**config.mk**
```make
export PLATFORM = sky130hd
export DESIGN_NAME = serial_decrementer
export DESIGN_NICKNAME = d
export VERILOG_FILES = /design/src/rtl/serial_decrementer_pkg.sv /design/src/rtl/serial_decrementer_half_subtractor.sv /design/src/rtl/serial_decrementer.sv
export SDC_FILE = /design/constraint.sdc
export NUM_CORES = 1
export LEC_CHECK = 0
export ABC_AREA = 0
export CAP_MARGIN = 20
export CORE_MARGIN = 10
export CORE_UTILIZATION = 50
export CTS_BUF_LIST = sky130_fd_sc_hd__clkbuf_16
export CTS_CLUSTER_SIZE = 10
export DETAILED_ROUTE_END_ITERATION = 10
export DONT_BUFFER_PORTS = 1
export GPL_TIMING_DRIVEN = 0
export PLACE_DENSITY = 0.66
export SETUP_SLACK_MARGIN = 0.05
export SLEW_MARGIN = 40
export SYNTH_ARGS = -nofsm -noshare
export SYNTH_HDL_FRONTEND = slang
export SYNTH_SLANG_ARGS = --single-unit
export TNS_END_PERCENT = 20
```
**constraint.sdc**
```tcl
create_clock -name clk -period 1.7 [get_ports clk]
set_clock_uncertainty 0.05 [all_clocks]
set_input_delay 0.17 -clock clk [delete_from_list [all_inputs] [get_ports clk]]
set_output_delay 0.17 -clock clk [all_outputs]
set_load 0.005 [all_outputs]
```
**src/rtl/serial_decrementer_pkg.sv**
```systemverilog
// Shared state encoding and sizing helper for the bit-serial decrementer.
package serial_decrementer_pkg;

  typedef enum logic [1:0] {
    ST_IDLE = 2'd0,
    ST_BUSY = 2'd1,
    ST_DONE = 2'd2
  } state_t;

  // Bit counter width; the +1 keeps WIDTH=1 from collapsing to a zero-width counter.
  function automatic int unsigned cnt_width(input int unsigned width);
    return $clog2(width) + 1;
  endfunction

endpackage

```
**src/rtl/serial_decrementer_half_subtractor.sv**
```systemverilog
// Single-bit half subtractor: d = a - b, bo = borrow out.
module half_subtractor (
  input  logic a,
  input  logic b,
  output logic d,
  output logic bo
);

  assign d  = a ^ b;
  assign bo = ~a & b;

endmodule

```
**src/rtl/serial_decrementer.sv**
```systemverilog
// Bit-serial decrementer (in_data - 1), LSB first, one half-subtractor cell.
// Optional SERIAL_DECREMENTER_SATURATE_EN clamps 0 - 1 to 0 instead of wrapping.
module serial_decrementer
  import serial_decrementer_pkg::*;
#(
  parameter int unsigned WIDTH = 4
) (
  input  logic             clk,
  input  logic             rst,
  input  logic             in_valid,
  output logic             in_ready,
  input  logic [WIDTH-1:0] in_data,
  output logic             out_valid,
  input  logic             out_ready,
  output logic [WIDTH-1:0] out_data,
  output logic             out_borrow
);

  localparam int unsigned CNT_W = cnt_width(WIDTH);

  state_t             r_state;
  logic [WIDTH-1:0]   r_sr;
  logic               r_borrow;
  logic [CNT_W-1:0]   r_cnt;
  logic               r_in_ready;
  logic               r_out_valid;
  logic [WIDTH-1:0]   r_out_data;
  logic               r_out_borrow;

  logic               w_d;
  logic               w_bo;
  logic [WIDTH-1:0]   w_sr_next;
  logic [WIDTH-1:0]   w_result;
  logic               w_last;

  half_subtractor u_hs (
    .a  (r_sr[0]),
    .b  (r_borrow),
    .d  (w_d),
    .bo (w_bo)
  );

  // Shift right, difference bit enters at the MSB; written as shifts so WIDTH=1 works.
  assign w_sr_next = (r_sr >> 1) | (WIDTH'(w_d) << (WIDTH - 1));
  assign w_last    = (r_cnt == CNT_W'(WIDTH - 1));

`ifdef SERIAL_DECREMENTER_SATURATE_EN
  assign w_result = w_bo ? '0 : w_sr_next;
`else
  assign w_result = w_sr_next;
`endif

  always_ff @(posedge clk or posedge rst) begin
    if (rst) begin
      r_state      <= ST_IDLE;
      r_sr         <= '0;
      r_borrow     <= 1'b0;
      r_cnt        <= '0;
      r_in_ready   <= 1'b1;
      r_out_valid  <= 1'b0;
      r_out_data   <= '0;
      r_out_borrow <= 1'b0;
    end else begin
      case (r_state)
        ST_IDLE: begin
          if (in_valid) begin
            r_sr       <= in_data;
            r_borrow   <= 1'b1;
            r_cnt      <= '0;
            r_in_ready <= 1'b0;
            r_state    <= ST_BUSY;
          end
        end
        ST_BUSY: begin
          r_sr     <= w_sr_next;
          r_borrow <= w_bo;
          r_cnt    <= r_cnt + CNT_W'(1);
          if (w_last) begin
            r_out_data   <= w_result;
            r_out_borrow <= w_bo;
            r_out_valid  <= 1'b1;
            r_state      <= ST_DONE;
          end
        end
        ST_DONE: begin
          if (out_ready) begin
            r_out_valid <= 1'b0;
            r_in_ready  <= 1'b1;
            r_state     <= ST_IDLE;
          end
        end
        default: begin
          r_out_valid <= 1'b0;
          r_in_ready  <= 1'b1;
          r_state     <= ST_IDLE;
        end
      endcase
    end
  end

  assign in_ready   = r_in_ready;
  assign out_valid  = r_out_valid;
  assign out_data   = r_out_data;
  assign out_borrow = r_out_borrow;

endmodule
```
Word-level counts from Yosys, hierarchy flattened

Index checks and enable logic that the tools add are counted.
W data, S select, Z words.

$add $sub $neg: 1
Eq/ne operators: 6
Mux-type cells: 16
Bitwise logic cells: 6
Reduce and logical (&&, ||, !) cells: 7

Operator list:

| cell                  | count |
|---|---|
| $reduce_and A3 Y1     | 3 |
| $pmux W4 S2           | 1 |
| $mux W2               | 3 |
| $ne A2 B2 Y1 const B  | 3 |
| $pmux W1 S3           | 2 |
| $pmux W2 S3           | 1 |
| $pmux W3 S2           | 1 |
| $mux W1               | 5 |
| $mux W4               | 1 |
| $or A3 B4 Y4          | 1 |
| $reduce_and A2 Y1     | 2 |
| $add A3 B1 Y3 const B | 1 |
| $eq A3 B2 Y1 const B  | 1 |
| $mux W3               | 1 |
| $not A1 Y1            | 3 |
| $eq A2 B1 Y1 const B  | 1 |
| $eq A2 B2 Y1 const B  | 1 |
| $logic_not A2 Y1      | 1 |
| $pmux W1 S2           | 1 |
| $reduce_bool A2 Y1    | 1 |
| $and A1 B1 Y1         | 1 |
| $xor A1 B1 Y1         | 1 |

Bits in registers: 17
Output and inout bits: 7
Logic and storage cells: 44

Logic depth before layout (Yosys ltp)

Gate-level depths: netlist of run 1.

Depth after elaboration: 3
Gate-level depth with buffers: 5
Mapped depth without buffers: 5

Hierarchy

A second synthesis of run 1 with hierarchy kept.

Cell total of the unflattened synthesis: 63
Area, all modules: 773.2 um2

By module, submodules not included:

| module             | instances | cells an instance | area an instance (um2) |
|---|---|---|---|
| serial_decrementer | 1         | 60                | 753.2 |
| half_subtractor    | 1         | 3                 | 20.0 |

Least setup slack after synthesis of run 1

OpenSTA, ideal clock, no wires.

Path kind: register to register
Start: register r_cnt[0]
End: register r_out_borrow (netlist: out_borrow)
Setup time: 0.125 ns
Data arrival time: 1.199 ns
Required time: 1.525 ns
Setup slack: 0.326 ns
Stages on the path, launching flop included: 5
Buffers on the path: 0
Clock period less this slack: 1.374 ns
Cells stage by stage: dfrtp_1 -> ha_1 -> ha_1 -> nand3b_4 -> mux2_4

Word-level cells in the longest chain between the ends: 2

RTL lines:

| what                        | line                     | source |
|---|---|---|
| start: declaration          | serial_decrementer.sv:24 | `logic [CNT_W-1:0] r_cnt;` |
| start signal: assignment    | serial_decrementer.sv:77 | `r_cnt <= r_cnt + CNT_W'(1);` |
| $eq A3 B2 Y1                | serial_decrementer.sv:45 | `assign w_last = (r_cnt == CNT_W'(WIDTH - 1));` |
| $reduce_and A2 Y1 (no line) | -                        |  |
| end signal: assignment      | serial_decrementer.sv:80 | `r_out_borrow <= w_bo;` |
| end: declaration            | serial_decrementer.sv:28 | `logic r_out_borrow;` |

No other way between the ends.
A chain may end at the register's enable or synchronous reset.

Worst setup path in the final report of run 1

Start: register r_cnt[0]
End: register r_out_data[1] (netlist: out_data[1])

Word-level cells in the longest chain between the ends: 2

RTL lines:

| what                        | line                     | source |
|---|---|---|
| $eq A3 B2 Y1                | serial_decrementer.sv:45 |  |
| $reduce_and A2 Y1 (no line) | -                        |  |
| end signal: assignment      | serial_decrementer.sv:79 | `r_out_data <= w_result;` |
| end: declaration            | serial_decrementer.sv:27 | `logic [WIDTH-1:0] r_out_data;` |

No other way between the ends.

==> metrics list, run 1 <==
- STA classifies the critical path startpoint as a register.
- # rows: 14
* Number of H-tree levels: 1
* Maximum vdd drop: 0.867 mV
- In this design, the stage delay of the slowest critical-path cell is 0.38 ns.
* Worst min-delay path endpoint: r_state[0]$_DFFE_PP0P_
- Yosys mapped the design onto 17 distinct sky130hd cell types.
* Met1 layer usage reported by global route: 0.119
- In this run the most used layer during global routing was met2.
- DP Area: 790 um^2
* Clock Pin Slew Worst Setup and Hold Paths: 0.05 ns
- Of the post-synthesis cell area, the dominant cell type holds 0.520.
- Worst slew pin tran: 0.622 ns
- The max-slew violation total from the final report is 0.
- Data required time at the worst endpoint: 1.78 ns
* Total of max-cap violations: 0
- The first global-routing pass estimated 2510 um of wire.
* Number of clock sinks: 17
* Final estimated routing congestion in global placement: 0.749
- For this run, the leading register cell type out of synthesis is sky130_fd_sc_hd__dfrtp_1.
- Yosys instantiated no cell more often than sky130_fd_sc_hd__dfrtp_1.
* Number of antenna violations at the first check in global routing: 0
- Met3 routing resource usage after global routing: 0.0343
* Final cell area excluding filler cells: 890 um^2
- Result of the run: complete, no violations
- CTS tree: done
* Kind of end point of the critical path: register
- Across all layers, the routed design uses 524 vias.
- After the last flow step, the layout net total stands at 86.
* Detailed-route wire length: 1480 um
- By area the synthesized netlist is led by sky130_fd_sc_hd__dfrtp_1 (52%), sky130_fd_sc_hd__mux2_4 (7.8%), sky130_fd_sc_hd__o22ai_1 (7.3%).
* Post-synth net total: 79
- Detailed-route vias per instance: 5.82
* Sequential-to-total area share from yosys stat: 0.554
* Port-buffer cells: 0
- The worst setup path is of the register to register kind.
- Summed over all cells, the static leakage comes to 0.430 nW.
* Synthesized flop and latch total: 17
- Entering global routing, the biggest net connects 18 pins.
* Mean post-synth cell area: 11.3 um^2
- Endpoint of the lowest-slack register-to-register path: out_data[1]$_DFFE_PP0P_
* Die Height: 59.2 um
- Total setup violations reported at the end of the flow: 0
- Cell type with the largest total area after synthesis: sky130_fd_sc_hd__dfrtp_1
- Starting DRC count in detailed routing: 9
- Share of the clock period used by the worst path: 0.843
- Via count of the first global-routing pass: 526
* Hold Crit Class: input pin to register
- Clock Tree Buf Depth: 2
* Remaining design rule violation count: 0
- Area growth from synthesis to layout: 15.6%
* Total inserted antenna cells: 0
- In this design, the largest share of critical-path delay is due to adder cells.
- For this run, the detailed router's first-pass iteration total came to 4.
- GRT Util Overall: 0.0932
* List of cells traversed by the critical path: ha_1 -> ha_1 -> nand3b_4 -> mux2_4
- Worst slew slack as a fraction of its limit: 0.585
* Antenna violation net count after detailed routing: 0
* Ys Warns: 0
- In the final layout, the share of cells above drive strength 1 is 0.162.
* Crit path DAT: 1.52 ns
* Number of instances in the synthesized netlist: 68
- In the global route stage, met2 resource usage came out at 0.128.
- Worst Path Buf+Inv: 0
- Reg2reg start: r_cnt[0]$_DFFE_PP0P_
- Top achievable clock speed: 698 MHz
- The synthesized design contains 0 enable-type register cells.
- Among all stages on the critical path, the largest delay is contributed by sky130_fd_sc_hd__dfrtp_1.
- Final Hold Violating Endpoints: 0
* Most used cell along the critical path: sky130_fd_sc_hd__ha_1
- After global routing the overflow that remains totals 0.
* Register-to-register path setup slack: 0.27 ns
* Number of buffers inserted during clock tree synthesis: 3
- Cell at the root of the clock tree: sky130_fd_sc_hd__clkbuf_16
- The floorplan step defined a die boundary enclosing 3510 um^2.
- Measured along the x axis, the die boundary spans 59.2 um.
* Initial standard-cell utilization of the core: 0.517
- Counting cells, the worst reg-to-reg path comes to 4.
* CTS resizes: 0
* RSZ-0062 raised after global routing: false
- For this design the top-level I/O count stands at 15.
- Standard cell core area: 1490 um^2
* Average wire length per cell after detail routing: 16.5 um
* Number of cells on the worst hold path: 2
- Clock insertion delay at the later pin of the skew report: 0.25 ns
- Ys async rst share: 1.00
- HPWL after detailed placement: 1050 um
- Power density over the cells: 2050 nW/um^2
- Setup total negative slack on the finished layout was measured at 0 ns.
* Top cells by count, synth: sky130_fd_sc_hd__dfrtp_1 (16), sky130_fd_sc_hd__o22ai_1 (9), sky130_fd_sc_hd__inv_1 (7), sky130_fd_sc_hd__o21ai_0 (7), sky130_fd_sc_hd__a21oi_1 (6)
- Final critical delay including setup and external delays: 1.43 ns
- Crit-path max FO: 8
- The mapped netlist covers 769 um^2.
- The worst hold path begins at in_valid.
[area by class of cell]
cell class	instances	area (um^2)
fill	127	599
sequential	17	427
multi-input combinational	42	300
clock buffer	3	75.1
inverter	7	26.3
timing repair buffer	2	20.0
tap	16	20.0
buffer	2	16.3
clock inverter	1	5.00
[cells in the final DEF, fill, tap and decap left out]
cell type	instances
sky130_fd_sc_hd__o22a_1	1
sky130_fd_sc_hd__clkbuf_16	3
sky130_fd_sc_hd__nor2_1	4
sky130_fd_sc_hd__a21oi_1	6
sky130_fd_sc_hd__o22ai_1	9
sky130_fd_sc_hd__inv_1	7
sky130_fd_sc_hd__buf_6	1
sky130_fd_sc_hd__o21ai_0	7
sky130_fd_sc_hd__nand2_1	3
sky130_fd_sc_hd__ha_1	3
sky130_fd_sc_hd__dlygate4sd3_1	2
sky130_fd_sc_hd__dfstp_2	1
sky130_fd_sc_hd__clkinv_2	1
sky130_fd_sc_hd__nand3b_4	1
sky130_fd_sc_hd__nor2b_1	1
sky130_fd_sc_hd__nand2b_1	2
sky130_fd_sc_hd__dfrtp_1	16
sky130_fd_sc_hd__o31ai_1	1
sky130_fd_sc_hd__clkbuf_2	1
sky130_fd_sc_hd__mux2_4	4
[worst register-to-register path, cell delays in order (launching register included)]
cell	delay (ns)
sky130_fd_sc_hd__dfrtp_1	0.38
sky130_fd_sc_hd__ha_1	0.20
sky130_fd_sc_hd__ha_1	0.22
sky130_fd_sc_hd__nand3b_4	0.15
sky130_fd_sc_hd__mux2_4	0.31
[state kept, by name (all words and copies together), names as in the netlist]
signal and flops:
r_state 2, r_sr 4, r_borrow 1, out_borrow 1
out_data 4, in_ready 1, out_valid 1, r_cnt 3
[what timing repair did]
| item | 4_1_cts | 5_1_grt |
|---|---|---|
| hold buffers | 2 | 0 |
| hold endpoints to repair | 17 | 0 |
| setup buffers | 0 | 0 |
[power breakdown]
part           internal [mW]  switching (mW)  total (mW)  leakage (nW)
Sequential             0.604           0.161       0.766         0.201
Combinational          0.300           0.293       0.593         0.189
Clock                  0.315           0.152       0.466        0.0409
[layer usage]
metal	wire, um	share of wire
met1	691	0.47
met2	634	0.43
met3	124	0.084
met4	32	0.022
met5	0	0
[logic make-up after synthesis]
| logic type | share of synthesized area |
|---|---|
| buffers and inverters | 0.0553 |
| and+or+nand+nor | 0.0845 |
| muxes | 0.0781 |
| adders and majority gates | 0.0488 |
| AOI/OAI and AO/OA | 0.179 |
| DFF | 0.554 |
[through the flow]
step                setup WS, ns  utilization  hold slack [ns]  cells  power [mW]
global placement           0.272        0.530            0.117     84        1.34
floorplan                  0.326            -           0.0453     68        1.23
global route               0.208        0.597           0.0614     90        1.98
CTS                        0.261        0.597           0.0365     90        1.84
finish                     0.267        0.597           0.0317     90        1.82
detailed placement         0.268        0.530            0.122     84        1.37
[worst max path at each step]
stage | cells after the start | start | to | slack (ns)
after floorplan | 4 | r_cnt[0]$_DFFE_PP0P_ | out_borrow$_DFFE_PP0P_ | 0.33
after global placement | 4 | r_cnt[0]$_DFFE_PP0P_ | out_data[2]$_DFFE_PP0P_ | 0.27
after detailed placement | 4 | r_cnt[0]$_DFFE_PP0P_ | out_data[0]$_DFFE_PP0P_ | 0.27
after CTS | 4 | r_cnt[0]$_DFFE_PP0P_ | out_data[0]$_DFFE_PP0P_ | 0.26
after global routing | 4 | r_cnt[0]$_DFFE_PP0P_ | out_borrow$_DFFE_PP0P_ | 0.21
final | 4 | r_cnt[0]$_DFFE_PP0P_ | out_data[1]$_DFFE_PP0P_ | 0.27
Note: power is estimated with default switching activity, not from simulation.
==> inputs of run 2 (changes only) <==
- clock period: 1.7 -> 1.45 ns (I/O delays scaled with it)
==> metrics list, run 2 (synthesis gave the netlist of run 1 again) <==
- Detailed-route vias per instance: 5.80 (-0.34%)
- Final cell count without fillers: 91 (+1.1%)
- The final critical delay including setup and external delays was 1.35 ns (-0.0855 ns).
- The largest fanout of any net on the critical path was 6 (-2).
* Io pins: 15 (unchanged)
* Die Height: 59.2 um (unchanged)
- The cell family contributing the most delay on the critical path is flip-flops.
- The largest individual stage delay along the critical path comes from the cell sky130_fd_sc_hd__dfrtp_1.
- CTS tree: done
- The cell count after placement is 84 (unchanged).
- Initial standard-cell utilization of the core: 0.517 (unchanged)
- # rows: 14 (unchanged)
- Clock insertion delay at the later pin of the skew report: 0.25 ns (about the same)
- Endpoint of the lowest-slack register-to-register path: out_data[0]$_DFFE_PP0P_
* Number of cells on the worst hold path: 2 (unchanged)
- The average wire length per cell after detail routing was 16.5 um (+0.37%).
- The number of cells on the worst reg-to-reg path was 4 (unchanged).
- The first-pass detailed-route iteration total was 4 (unchanged).
- Via count of the first global-routing pass: 531 (+0.95%)
* Final estimated routing congestion in global placement: 0.749 (unchanged)
- The global-route congestion overflow total is 0 (unchanged).
- The final design instance area without fill was 912 um^2 (+2.5%).
* Layout Utilization: 0.613 (+0.0151)
- Static power due to leakage: 0.433 nW (+0.60%)
- Area growth from synthesis to layout: 18.5%
- The count of buffers from port buffering was 0 (unchanged).
* Sum of internal, switching and leakage power: 2.18 mW (+19%)
- The antenna diode instance count is 0 (unchanged).
- Power density over the cells: 2390 nW/um^2 (+17%)
* Setup_tns: 0 ns (unchanged)
- Antenna violation net count after detailed routing: 0 (unchanged)
* Worst min-delay path endpoint: r_state[0]$_DFFE_PP0P_
- The via count came to 528 (+0.76%).
* List of cells traversed by the critical path: ha_2 -> ha_4 -> nand3b_4 -> mux2_4
- The sum of buffers and inverters on the critical path came to 0 (unchanged).
- The global-route wire length before repair is 2530 um (+0.56%).
- Result of the run: complete, no violations
- DP Area: 790 um^2 (unchanged)
- The final net count came to 87 (+1.2%).
- The normalized max-slew margin is 0.586 (+0.00186).
* Hold path start: in_valid
- The required time reported for the critical path endpoint came to 1.53 ns (-0.25 ns).
* Kind of end point of the critical path: register
- Standard cell core area: 1490 um^2 (unchanged)
- STA classifies the critical path startpoint as a register.
- The flop-to-flop setup slack came to 0.10 ns (-0.16 ns).
- The initial antenna violation count came to 0 (unchanged).
- The detailed-route DRC error count came to 0 (unchanged).
- Reg2reg start: r_cnt[0]$_DFFE_PP0P_
- Total setup violations reported at the end of the flow: 0 (unchanged)
- The endpoint arrival time on the critical path was 1.43 ns (-0.09 ns).
- The worst-margin pin slew came to 0.620 ns (-0.00278 ns).
* Setup CP Type: register to register
- Number of buffers inserted during clock tree synthesis: 3 (unchanged)
* Pins over their slew limit: 0 (unchanged)
- Final Hold Violating Endpoints: 0 (unchanged)
- The DRC violation total after the first TritonRoute iteration is 19 (+10).
* Die Wd: 59.2 um (unchanged)
* Number of clock sinks: 17 (unchanged)
* Worst path max stage delay: 0.39 ns (about the same)
* Share of post-route cells with drive strength above 1: 0.200 (+0.0378)
* Detailed-route wire length: 1510 um (+1.5%)
- Die area: 3510 um^2 (unchanged)
- In this run the worst hold path is classified as input pin to register.
- The largest net degree at the start of global routing was 18 (unchanged).
- The clock-pin slew of the registers on the worst-case setup and hold paths was 0.05 ns (about the same).
* Total of max-cap violations: 0 (unchanged)
* Highest-count cells in the layout ignoring fill and taps: sky130_fd_sc_hd__dfrtp_1 (16), sky130_fd_sc_hd__o22ai_1 (9), sky130_fd_sc_hd__inv_1 (7), sky130_fd_sc_hd__o21ai_0 (7), sky130_fd_sc_hd__a21oi_1 (6)
* Clock Tree Buf Depth: 2 (unchanged)
- Cell at the root of the clock tree: sky130_fd_sc_hd__clkbuf_16
* GRT Util Overall: 0.0936 (+0.000433)
- Top achievable clock speed: 742 MHz (+6.3%)
- RSZ-0062 raised after global routing: false
- HPWL after detailed placement: 1050 um (unchanged)
- The maximum vdd drop was 1.02 mV (+17%).
* Commonest non-fill, non-tap cell in the layout: sky130_fd_sc_hd__dfrtp_1
- Number of H-tree levels: 1 (unchanged)
* Share of the clock period used by the worst path: 0.930 (+0.0864)
==> run 2: cell count changes in the layout (fill, tap and decap cells not counted), sizes merged <==
cell  delta
buf      +1
==> run 2: timing repair <==
item | in CTS | in global routing
resized for setup | 1 | 2
setup endpoints to repair | 4 | 5
hold buffers | 2 | 0
endpoints found under the hold margin | 17 | 0
setup buffers | 1 | 0
==> run 2: routing by layer <==
layer	global-route usage	share of wire	vias up
li1	-	-	256
met1	0.120	0.46	248
met2	0.128	0.44	19
met3	0.0343	0.083	5
met4	0.0590	0.021	0
met5	0	0	-
==> run 2: how the worst max path moves through the flow <==
stage,slack (ns),depth (start not counted),start,end
3_5_place_dp,0.02,4,r_cnt[0]$_DFFE_PP0P_,out_data[0]$_DFFE_PP0P_
3_3_place_gp,0.02,4,r_cnt[0]$_DFFE_PP0P_,out_data[2]$_DFFE_PP0P_
5_1_grt,0.06,4,r_cnt[0]$_DFFE_PP0P_,out_borrow$_DFFE_PP0P_
4_1_cts,0.06,4,r_cnt[0]$_DFFE_PP0P_,out_data[0]$_DFFE_PP0P_
6_report,0.10,4,r_cnt[0]$_DFFE_PP0P_,out_data[0]$_DFFE_PP0P_
2_1_floorplan,0.08,4,r_cnt[0]$_DFFE_PP0P_,out_borrow$_DFFE_PP0P_
==> run 2: metrics by stage <==
stage          hold WS (ns)  worst slack (ns)
2_1_floorplan        0.0203            0.0755
3_5_place_dp         0.0970            0.0178
4_1_cts              0.0115            0.0641
3_3_place_gp         0.0919            0.0223
5_1_grt              0.0363            0.0577
6_report             0.0106             0.102
==> run 2: layout make-up <==
cell class	instances	area, um^2
fill	125	577
multi-input combinational	42	315
buffer	2	16.3
sequential	17	427
clock buffer	3	75.1
tap	16	20.0
timing repair buffer	3	27.5
clock inverter	1	5.00
inverter	7	26.3
==> run 2: where the power goes <==
part           switching (mW)  internal [mW]
combinational           0.356          0.377
sequential              0.193          0.709
clock                   0.177          0.369
